### src/rtl/ps2_host_tx.sv
// PS/2 host-to-device transmitter: inhibits the bus, requests to send,
// then shifts one byte + odd parity out on device clock falling edges.
// Ports:
//   CLOCK_50, resetn        - system clock, async active-low reset
//   tx_start, tx_data       - one-cycle send request and byte
//   PS2_CLK, PS2_DAT        - raw (async) bus pin levels
//   ps2_clk_oe, ps2_dat_oe  - 1 = pull the line low
//   tx_busy, tx_done        - transfer in progress / ACKed pulse
//   tx_error, tx_err_code   - abort pulse, 01 start, 10 packet, 11 no ACK
module ps2_host_tx #(
    parameter int INHIBIT_CYCLES = 6000,
    parameter int START_TIMEOUT  = 750000,
    parameter int PACKET_TIMEOUT = 100000,
    parameter int TMR_W          = 20
) (
    input  logic       CLOCK_50,
    input  logic       resetn,
    input  logic       tx_start,
    input  logic [7:0] tx_data,
    input  logic       PS2_CLK,
    input  logic       PS2_DAT,
    output logic       ps2_clk_oe,
    output logic       ps2_dat_oe,
    output logic       tx_busy,
    output logic       tx_done,
    output logic       tx_error,
    output logic [1:0] tx_err_code
);

    typedef enum logic [2:0] {
        S_IDLE,
        S_INHIBIT,
        S_REQ,
        S_XFER,
        S_ACK,
        S_WAITIDLE
    } state_t;

    localparam logic [TMR_W-1:0] INH_LAST  = TMR_W'(INHIBIT_CYCLES - 1);
    localparam logic [TMR_W-1:0] INH_SETUP = TMR_W'(INHIBIT_CYCLES - 2);
    localparam logic [TMR_W-1:0] ST_LAST   = TMR_W'(START_TIMEOUT - 1);
    localparam logic [TMR_W-1:0] PT_LAST   = TMR_W'(PACKET_TIMEOUT - 1);
    localparam logic [TMR_W-1:0] TMR_ONE   = TMR_W'(1);

    state_t           r_state;
    logic [TMR_W-1:0] r_tmr;
    logic [7:0]       r_data;
    logic             r_par;
    logic [3:0]       r_n;
    logic [2:0]       r_clk_sync;
    logic [1:0]       r_dat_sync;

    logic             w_fe;
    logic             w_clk;
    logic             w_dat;
    logic [TMR_W-1:0] w_tmr_inc;
    logic [1:0]       w_err;

    // Idle bus is high, so the synchronisers reset to 1 to avoid a
    // spurious falling edge straight out of reset.
    always_ff @(posedge CLOCK_50 or negedge resetn) begin
        if (!resetn) begin
            r_clk_sync <= 3'b111;
            r_dat_sync <= 2'b11;
        end else begin
            r_clk_sync <= {r_clk_sync[1:0], PS2_CLK};
            r_dat_sync <= {r_dat_sync[0], PS2_DAT};
        end
    end

    assign w_clk = r_clk_sync[1];
    assign w_dat = r_dat_sync[1];
    assign w_fe  = r_clk_sync[2] & ~r_clk_sync[1];

    // Saturating increment: a stuck bus must not wrap the timer
    // back below a timeout threshold.
    assign w_tmr_inc = (&r_tmr) ? r_tmr : r_tmr + TMR_ONE;

    // Abort decode; a device edge in REQ wins over a coincident timeout.
    always_comb begin
        w_err = 2'b00;
        unique case (r_state)
            S_REQ: begin
                if (!w_fe && r_tmr == ST_LAST) w_err = 2'b01;
            end
            S_XFER, S_WAITIDLE: begin
                if (r_tmr == PT_LAST) w_err = 2'b10;
            end
            S_ACK: begin
                if (r_tmr == PT_LAST)   w_err = 2'b10;
                else if (w_fe && w_dat) w_err = 2'b11;
            end
            default: w_err = 2'b00;
        endcase
    end

    always_ff @(posedge CLOCK_50 or negedge resetn) begin
        if (!resetn) begin
            r_state     <= S_IDLE;
            r_tmr       <= '0;
            r_data      <= '0;
            r_par       <= 1'b0;
            r_n         <= '0;
            ps2_clk_oe  <= 1'b0;
            ps2_dat_oe  <= 1'b0;
            tx_busy     <= 1'b0;
            tx_done     <= 1'b0;
            tx_error    <= 1'b0;
            tx_err_code <= 2'b00;
        end else begin
            tx_done  <= 1'b0;
            tx_error <= 1'b0;
            r_tmr    <= w_tmr_inc;
            if (w_err != 2'b00) begin
                ps2_clk_oe  <= 1'b0;
                ps2_dat_oe  <= 1'b0;
                tx_error    <= 1'b1;
                tx_err_code <= w_err;
                r_state     <= S_IDLE;
            end else begin
                unique case (r_state)
                    S_IDLE: begin
                        ps2_clk_oe <= 1'b0;
                        ps2_dat_oe <= 1'b0;
                        tx_busy    <= 1'b0;
                        // tx_busy is still 1 in the cycle after a
                        // done/error pulse, so a start there is dropped.
                        if (tx_start && !tx_busy) begin
                            r_data      <= tx_data;
                            r_par       <= ~^tx_data;
                            tx_err_code <= 2'b00;
                            tx_busy     <= 1'b1;
                            ps2_clk_oe  <= 1'b1;
                            r_tmr       <= '0;
                            r_state     <= S_INHIBIT;
                        end
                    end
                    S_INHIBIT: begin
                        if (r_tmr == INH_LAST) begin
                            ps2_clk_oe <= 1'b0;
                            r_tmr      <= '0;
                            r_state    <= S_REQ;
                        end else if (r_tmr == INH_SETUP) begin
                            ps2_dat_oe <= 1'b1;
                        end
                    end
                    S_REQ: begin
                        if (w_fe) begin
                            ps2_dat_oe <= ~r_data[0];
                            r_n        <= 4'd1;
                            r_tmr      <= '0;
                            r_state    <= S_XFER;
                        end
                    end
                    S_XFER: begin
                        if (w_fe) begin
                            r_n <= r_n + 4'd1;
                            if (r_n == 4'd9) begin
                                ps2_dat_oe <= 1'b0;
                                r_state    <= S_ACK;
                            end else if (r_n == 4'd8) begin
                                ps2_dat_oe <= ~r_par;
                            end else begin
                                ps2_dat_oe <= ~r_data[r_n[2:0]];
                            end
                        end
                    end
                    S_ACK: begin
                        if (w_fe) r_state <= S_WAITIDLE;
                    end
                    S_WAITIDLE: begin
                        if (w_clk && w_dat) begin
                            tx_done <= 1'b1;
                            r_state <= S_IDLE;
                        end
                    end
                    default: r_state <= S_IDLE;
                endcase
            end
        end
    end

endmodule

### config.mk
export PLATFORM = sky130hd
export DESIGN_NAME = ps2_host_tx
export DESIGN_NICKNAME = d
export VERILOG_FILES = /design/src/rtl/ps2_host_tx.sv
export SDC_FILE = /design/constraint.sdc
export NUM_CORES = 1
export LEC_CHECK = 0
export CORE_UTILIZATION = 40
export DETAILED_ROUTE_END_ITERATION = 8
export SLEW_MARGIN = 10
export SYNTH_ARGS = -nofsm -noshare
export SYNTH_HDL_FRONTEND = slang
export SYNTH_SLANG_ARGS = --single-unit
### constraint.sdc
create_clock -name CLOCK_50 -period 2.85 [get_ports CLOCK_50]
set_input_delay 0.57 -clock CLOCK_50 [delete_from_list [all_inputs] [get_ports CLOCK_50]]
set_output_delay 0.57 -clock CLOCK_50 [all_outputs]
set_load 0.02 [all_outputs]
==> impl_metrics.toml, run 1 <==
[grt]
grt_antenna_before_repair = 0
grtUsageTotal = 0.1828
met1_usage = 0.2855
met3_track_usage_gr = 0.03429
grt_first_pass_wirelength_um = 10460
grt_max_usage_layer = "met1"
grt_pass1_vias = 2067
grt_start_max_net_pins = 46
grt_use_met2 = 0.2489
grt_overflow_total = 0

[clock_tree]
clock_latency_late_sink_ns = 0.31
clk_root_buffer_cell = "clkbuf_8"
cts_setup_buffers = 0
cts_sinks = 48
ctsResizeCount = 0
cts_buffers = 5
clock_tree_from_tritoncts = "yes"
longest_clk_path_bufs = 2
post_cts_hold_buffer_count = 0
h-tree-depth = 2
register_clock_pin_slew_on_the_reported_worst_setup_and_hold_paths_ns = 0.10

[critical_path]
end_kind = "flip-flop"
rr_startpoint = "r_state[0]$_DFFE_PN0P_"
timing.setup.critical_path_class = "reg2reg"
worst_setup_path_startpoint = "r_state[0]$_DFFE_PN0P_"
critical_path_peak_fanout = 17
cp-endpoint = "r_state[0]$_DFFE_PN0P_"
critPathArrivalTime_ns = 2.55
worst-endpoint-required_ns = 3.05
r2r_slack_ns = 0.51
crit_slowest_cell = "dfrtp_1"
rr_worst_depth = 5
crit_path_max_incr_delay_ns = 0.70
worstPathCellList = "nand3b_1 > a21oi_1 > a31oi_1 > a2111oi_4 > mux2_2"
start_kind = "flip-flop"
reg2reg_to = "r_state[0]$_DFFE_PN0P_"

[place]
place_inst = 385
placed_cell_area_sq_um = 3118
placement.setup.worst_slack_ns = 0.5329
numPortBuffers = 19
gpl.final_weighted_congestion = 0.8400
hpwl_um = 4435

[detailed_routing]
route.antenna.remaining_nets = 0
route.vias.total = 2168
routed_via_density = 5.517
drt_wl_total_um = 6238
wl_per_cell_um = 15.87
drt_pre_antenna_iters = 4
detailedRoute.firstIterationViolations = 214
drt_drc_violations_left = 0

[finish]
layout-drive-gt1-share = 0.1582
layout.cells.non_filler = 393
num_antenna_cells = 0
final_nets = 314
areaGrowthSynthToFinish_pct = 13.33
final_area_sq_um = 3212

[yosys]
dominantRegCellSynth = "dfrtp_1"
syn_nets = 295
synthArstFlopShare = 1.000
area_share_of_the_largest_cell_type_after_synthesis = 0.3797
synthesis.instances = 277
synthesis.area_per_instance_sq_um = 10.23
yosys-top-cells-area = "dfrtp_1 38%, xnor2_1 5.9%, dfstp_2 4.6%, mux2_2 4.4%, nor2_1 3.4%"
synth_enable_flop_cells = 0
ys_seq_elements = 48
synth-warning-count = 0
cell_type_contributing_the_most_total_cell_area_after_synthesis = "dfrtp_1"
synth-seq-area-share = 0.4260
synth.distinct_cells = 58
syn-cell-area_sq_um = 2834

[sta]
timing.max_slew.rel_slack = 0.3229
grt_setup_unrepaired = "false"
slew_viol_final = 0
fin_worst_hold_slack_ns = 0.3623
final-hold-violation-count = 0
post-route-period-util = 0.8226
fmaxAchievable_mhz = 426.6
final_critical_path_setup_slack_ns = 0.5057
final-setup-viol-count = 0
timing_worst_slew_pin_value_ns = 1.016
fin_worst_skew_ns = 0.008388
setup_tns_ns = 0
timing.final.crit_period_ns = 2.344

[floorplan]
placement_rows = 30
fp.dieW_um = 86.17
pin_count = 20
core_sq_um = 6832
starting_utilization_of_the_core_area = 0.4148
die-area_sq_um = 7425
floorplan.die.height_um = 86.17

[power_and_ir_drop]
power.ir.vdd_worst_mv = 0.3521
power_density_nw_per_um2 = 367.7
total_leakage_power_nw = 1.298

[hold_path]
worst_hold_path_type = "reg2reg"

[outcome]
status = "completed"

[flow_run]
max_cap_violations = 0
-- layer usage --
metal  share of wire  up-vias
met4           0.015        0
met2            0.43       48
met3           0.032        7
li1                -     1056
met1            0.53     1057
met5               0        -
-- power by group --
group / leakage, nW / internal (mW) / switching (mW)
logic: 0.730 / 0.0264 / 0.0270
registers: 0.523 / 0.687 / 0.00255
clock network: 0.0452 / 0.179 / 0.259
total: 1.30 / 0.893 / 0.288
-- worst min-delay path by stage --
stage | cells after the start | start | end | slack [ns]
2_1_floorplan | 0 | resetn | ps2_clk_oe$_DFFE_PN0P_ | 0.27
3_3_place_gp | 0 | r_clk_sync[0]$_DFF_PN1_ | r_clk_sync[1]$_DFF_PN1_ | 0.35
3_5_place_dp | 0 | r_clk_sync[0]$_DFF_PN1_ | r_clk_sync[1]$_DFF_PN1_ | 0.35
4_1_cts | 0 | r_clk_sync[0]$_DFF_PN1_ | r_clk_sync[1]$_DFF_PN1_ | 0.36
5_1_grt | 0 | r_clk_sync[0]$_DFF_PN1_ | r_clk_sync[1]$_DFF_PN1_ | 0.37
6_report | 0 | r_clk_sync[0]$_DFF_PN1_ | r_clk_sync[1]$_DFF_PN1_ | 0.36
-- placed cells by master, fill, tap and decap left out, types with 6 or more instances in the layout --
master / count
a211oi_1: 7
o21ai_0: 9
nor3_1: 9
nand3_1: 7
nor2_1: 26
xnor2_1: 19
clkdlybuf4s50_1: 18
inv_1: 6
and3_1: 6
dfrtp_1: 43
nand2_1: 20
mux2_2: 11
nand4_1: 9
a21oi_1: 11
-- worst max-delay path: cells and delay by family (launching register included) --
kind / cells / cell delay (ns)
DFF: 1 / 0.70
and+or+nand+nor: 1 / 0.29
muxes: 1 / 0.38
AOI/OAI and AO/OA: 3 / 0.85
-- synthesized netlist by cell type, types with 7 or more instances --
library cell   n
dfrtp_1       43
nor2_1        26
nand2_1       20
xnor2_1       19
a21oi_1       11
mux2_2        11
nand4_1        9
nor3_1         9
o21ai_0        9
a211oi_1       7
buf_2          7
nand3_1        7
-- metrics by stage --
step,total power [mW],util
global placement,0.7564,0.4564
finish,1.181,0.4701
CTS,1.194,0.4701
floorplan,0.7202,-
detailed placement,0.7579,0.4564
global route,1.224,0.4701
-- cells by family after synthesis --
family / count (synthesis) / share of synthesized area
AOI/OAI and AO/OA: 50 / 0.1373
xor gates and xnor gates: 21 / 0.06490
adders and majority gates: 5 / 0.02208
buffers and inverters: 17 / 0.02604
DFF: 48 / 0.4260
muxes: 14 / 0.06313
and+or+nand+nor: 122 / 0.2605
-- state kept, by name (all words and copies together), names as in the netlist --
register	count
r_data	8
tx_error	1
r_dat_sync	2
r_clk_sync	3
r_par	1
tx_done	1
ps2_clk_oe	1
r_n	4
tx_busy	1
r_tmr	20
r_state	3
tx_err_code	2
ps2_dat_oe	1
-- cell type report --
type | count | area (sq um)
Inverter | 6 | 22.52
Tap cell | 96 | 120.1
Fill cell | 668 | 3620
Multi-Input combinational cell | 212 | 1553
Clock inverter | 3 | 25.02
Sequential cell | 48 | 1207
Clock buffer | 5 | 68.82
Timing Repair Buffer | 23 | 215.2
(Power assumes the default switching activity.)
==> run 2: changes to the inputs <==
clock period = 2.2 ns   (was 2.85 ns; I/O delays follow)
==> run 2 against run 1 <==
Compared with the run above:
- maximum frequency grew 14%
- sequential power grew 30%
- critical path type unchanged
- via count grew 4.5%
- highest routed layer unchanged
- critical endpoint is now r_state[1]$_DFFE_PN0P_
- combinational power grew 32%
- clock-buffer cell count is the same
- flip-flop and latch count is the same
==> impl_metrics.toml, run 2 (same netlist as run 1, synthesis figures left out) <==
[critical_path]
critical_path_peak_fanout = 6
critPathArrivalTime_ns = 2.26
timing.setup.critical_path_class = "reg2reg"
start_kind = "flip-flop"
end_kind = "flip-flop"
worst-endpoint-required_ns = 2.40

[detailed_routing]
routed_via_density = 5.606
wl_per_cell_um = 15.78
detailedRoute.firstIterationViolations = 146
drt_wl_total_um = 6377
drt_drc_violations_left = 0
drt_pre_antenna_iters = 4
route.antenna.remaining_nets = 0
route.vias.total = 2265

[sta]
fmaxAchievable_mhz = 484.7
final-hold-violation-count = 0
fin_worst_skew_ns = 0.008655
final_critical_path_setup_slack_ns = 0.1367
final-setup-viol-count = 0
post-route-period-util = 0.9378
timing.max_slew.rel_slack = 0.6646
timing.final.crit_period_ns = 2.063
slew_viol_final = 0
timing_worst_slew_pin_value_ns = 0.4904
grt_setup_unrepaired = "true"
fin_worst_hold_slack_ns = 0.07804

[clock_tree]
cts_setup_buffers = 0
cts_buffers = 5
clock_tree_from_tritoncts = "yes"
h-tree-depth = 2
register_clock_pin_slew_on_the_reported_worst_setup_and_hold_paths_ns = 0.10
cts_sinks = 48
longest_clk_path_bufs = 2
post_cts_hold_buffer_count = 0
ctsResizeCount = 0
clock_latency_late_sink_ns = 0.31
clk_root_buffer_cell = "clkbuf_8"

[finish]
final_cell_mix = "42 x dfrtp_1, 26 x nor2_1, 20 x nand2_1"
num_antenna_cells = 0
largest_registers = "r_tmr (20), r_data (8), r_n (4)"
final_common_cell = "dfrtp_1"
final_util = 0.4879
layout-drive-gt1-share = 0.1981
areaGrowthSynthToFinish_pct = 17.62
layout.cells.non_filler = 404
final_nets = 325
flip_flop_count_of_the_largest_register_after_layout = 20
registers.top_by_ff_count = "r_tmr"

[grt]
grt_start_max_net_pins = 30
grt_antenna_before_repair = 0
grtUsageTotal = 0.1896
grt_first_pass_wirelength_um = 11050
grt_overflow_total = 0
grt_pass1_vias = 2181

[outcome]
status = "completed"

[flow_run]
max_cap_violations = 0

[floorplan]
starting_utilization_of_the_core_area = 0.4148
fp.dieW_um = 86.17
placement_rows = 30
pin_count = 20
die-area_sq_um = 7425
core_sq_um = 6832
floorplan.die.height_um = 86.17

[power_and_ir_drop]
p_clk_frac = 0.373
total_net_switching_power_mw = 0.3760
total_leakage_power_nw = 1.363
power_density_nw_per_um2 = 461.2
p_int_mw = 1.161
power.ir.vdd_worst_mv = 0.2791
power.combinational.fraction = 0.046
power_mw = 1.537
power.share.switching = 0.2446
share_seq_of_total_power = 0.581

[place]
placement.setup.worst_slack_ns = 0.1638
gpl.final_weighted_congestion = 0.8951
place_inst = 396
numPortBuffers = 19
hpwl_um = 4636

[hold_path]
worst_hold_path_type = "in2async"
[run 2: cell type report]
| class | instances | area [sq um] |
|---|---|---|
| fill | 673 | 3498 |
| multi-input combinational | 212 | 1564 |
| sequential | 48 | 1209 |
| timing repair buffer | 34 | 322.8 |
| tap | 96 | 120.1 |
| clock buffer | 5 | 68.82 |
| clock inverter | 3 | 26.28 |
| inverter | 6 | 22.52 |
[run 2: path summary, 6_finish.rpt]
check / startpoint / endpoint / slack [ns] / depth (start not counted)
setup / recovery: r_clk_sync[1]$_DFF_PN1_ / r_state[1]$_DFFE_PN0P_ / 0.14 / 5
min in group CLOCK_50: r_clk_sync[0]$_DFF_PN1_ / r_clk_sync[1]$_DFF_PN1_ / 0.36 / 0
hold / removal: resetn / r_tmr[13]$_DFF_PN0_ / 0.08 / 1
setup reg to reg: r_clk_sync[1]$_DFF_PN1_ / r_state[1]$_DFFE_PN0P_ / 0.14 / 5
hold reg to reg: r_clk_sync[0]$_DFF_PN1_ / r_clk_sync[1]$_DFF_PN1_ / 0.36 / 0
max in group asynchronous: resetn / r_clk_sync[2]$_DFF_PN1_ / 1.54 / 2
[run 2: power by group through the flow]
stage                     registers [mW]  clock network [mW]  logic [mW]
final                              0.894               0.573      0.0705
after detailed placement           0.910                   0      0.0735
after floorplan                    0.909                   0      0.0237
after global routing               0.894               0.624      0.0787
after CTS                          0.893               0.584      0.0735
after global placement             0.910                   0      0.0719
[run 2: routing by layer]
layer | vias up | routed length, um | track usage
met5 | - | 0 | 0
met4 | 0 | 69 | 0.05000
met3 | 7 | 321 | 0.03429
met2 | 55 | 2756 | 0.2706
met1 | 1122 | 3229 | 0.2936
li1 | 1081 | - | -
[run 2: through the flow]
| stage | cell area, sq um | setup TNS, ns |
|---|---|---|
| 2_1_floorplan | 2834 | 0 |
| 3_3_place_gp | 3226 | 0 |
| 3_5_place_dp | 3226 | 0 |
| 4_1_cts | 3321 | 0 |
| 5_1_grt | 3333 | -0.0002893 |
| 6_report | 3333 | 0 |
[run 2: worst max-delay path, stage by stage, from the launching register on]
cell and delay [ns]:
dfstp_2 0.58, nand2b_1 0.19, nand4_1 0.20, nor4_4 0.53
a2111oi_4 0.12, a221o_1 0.32
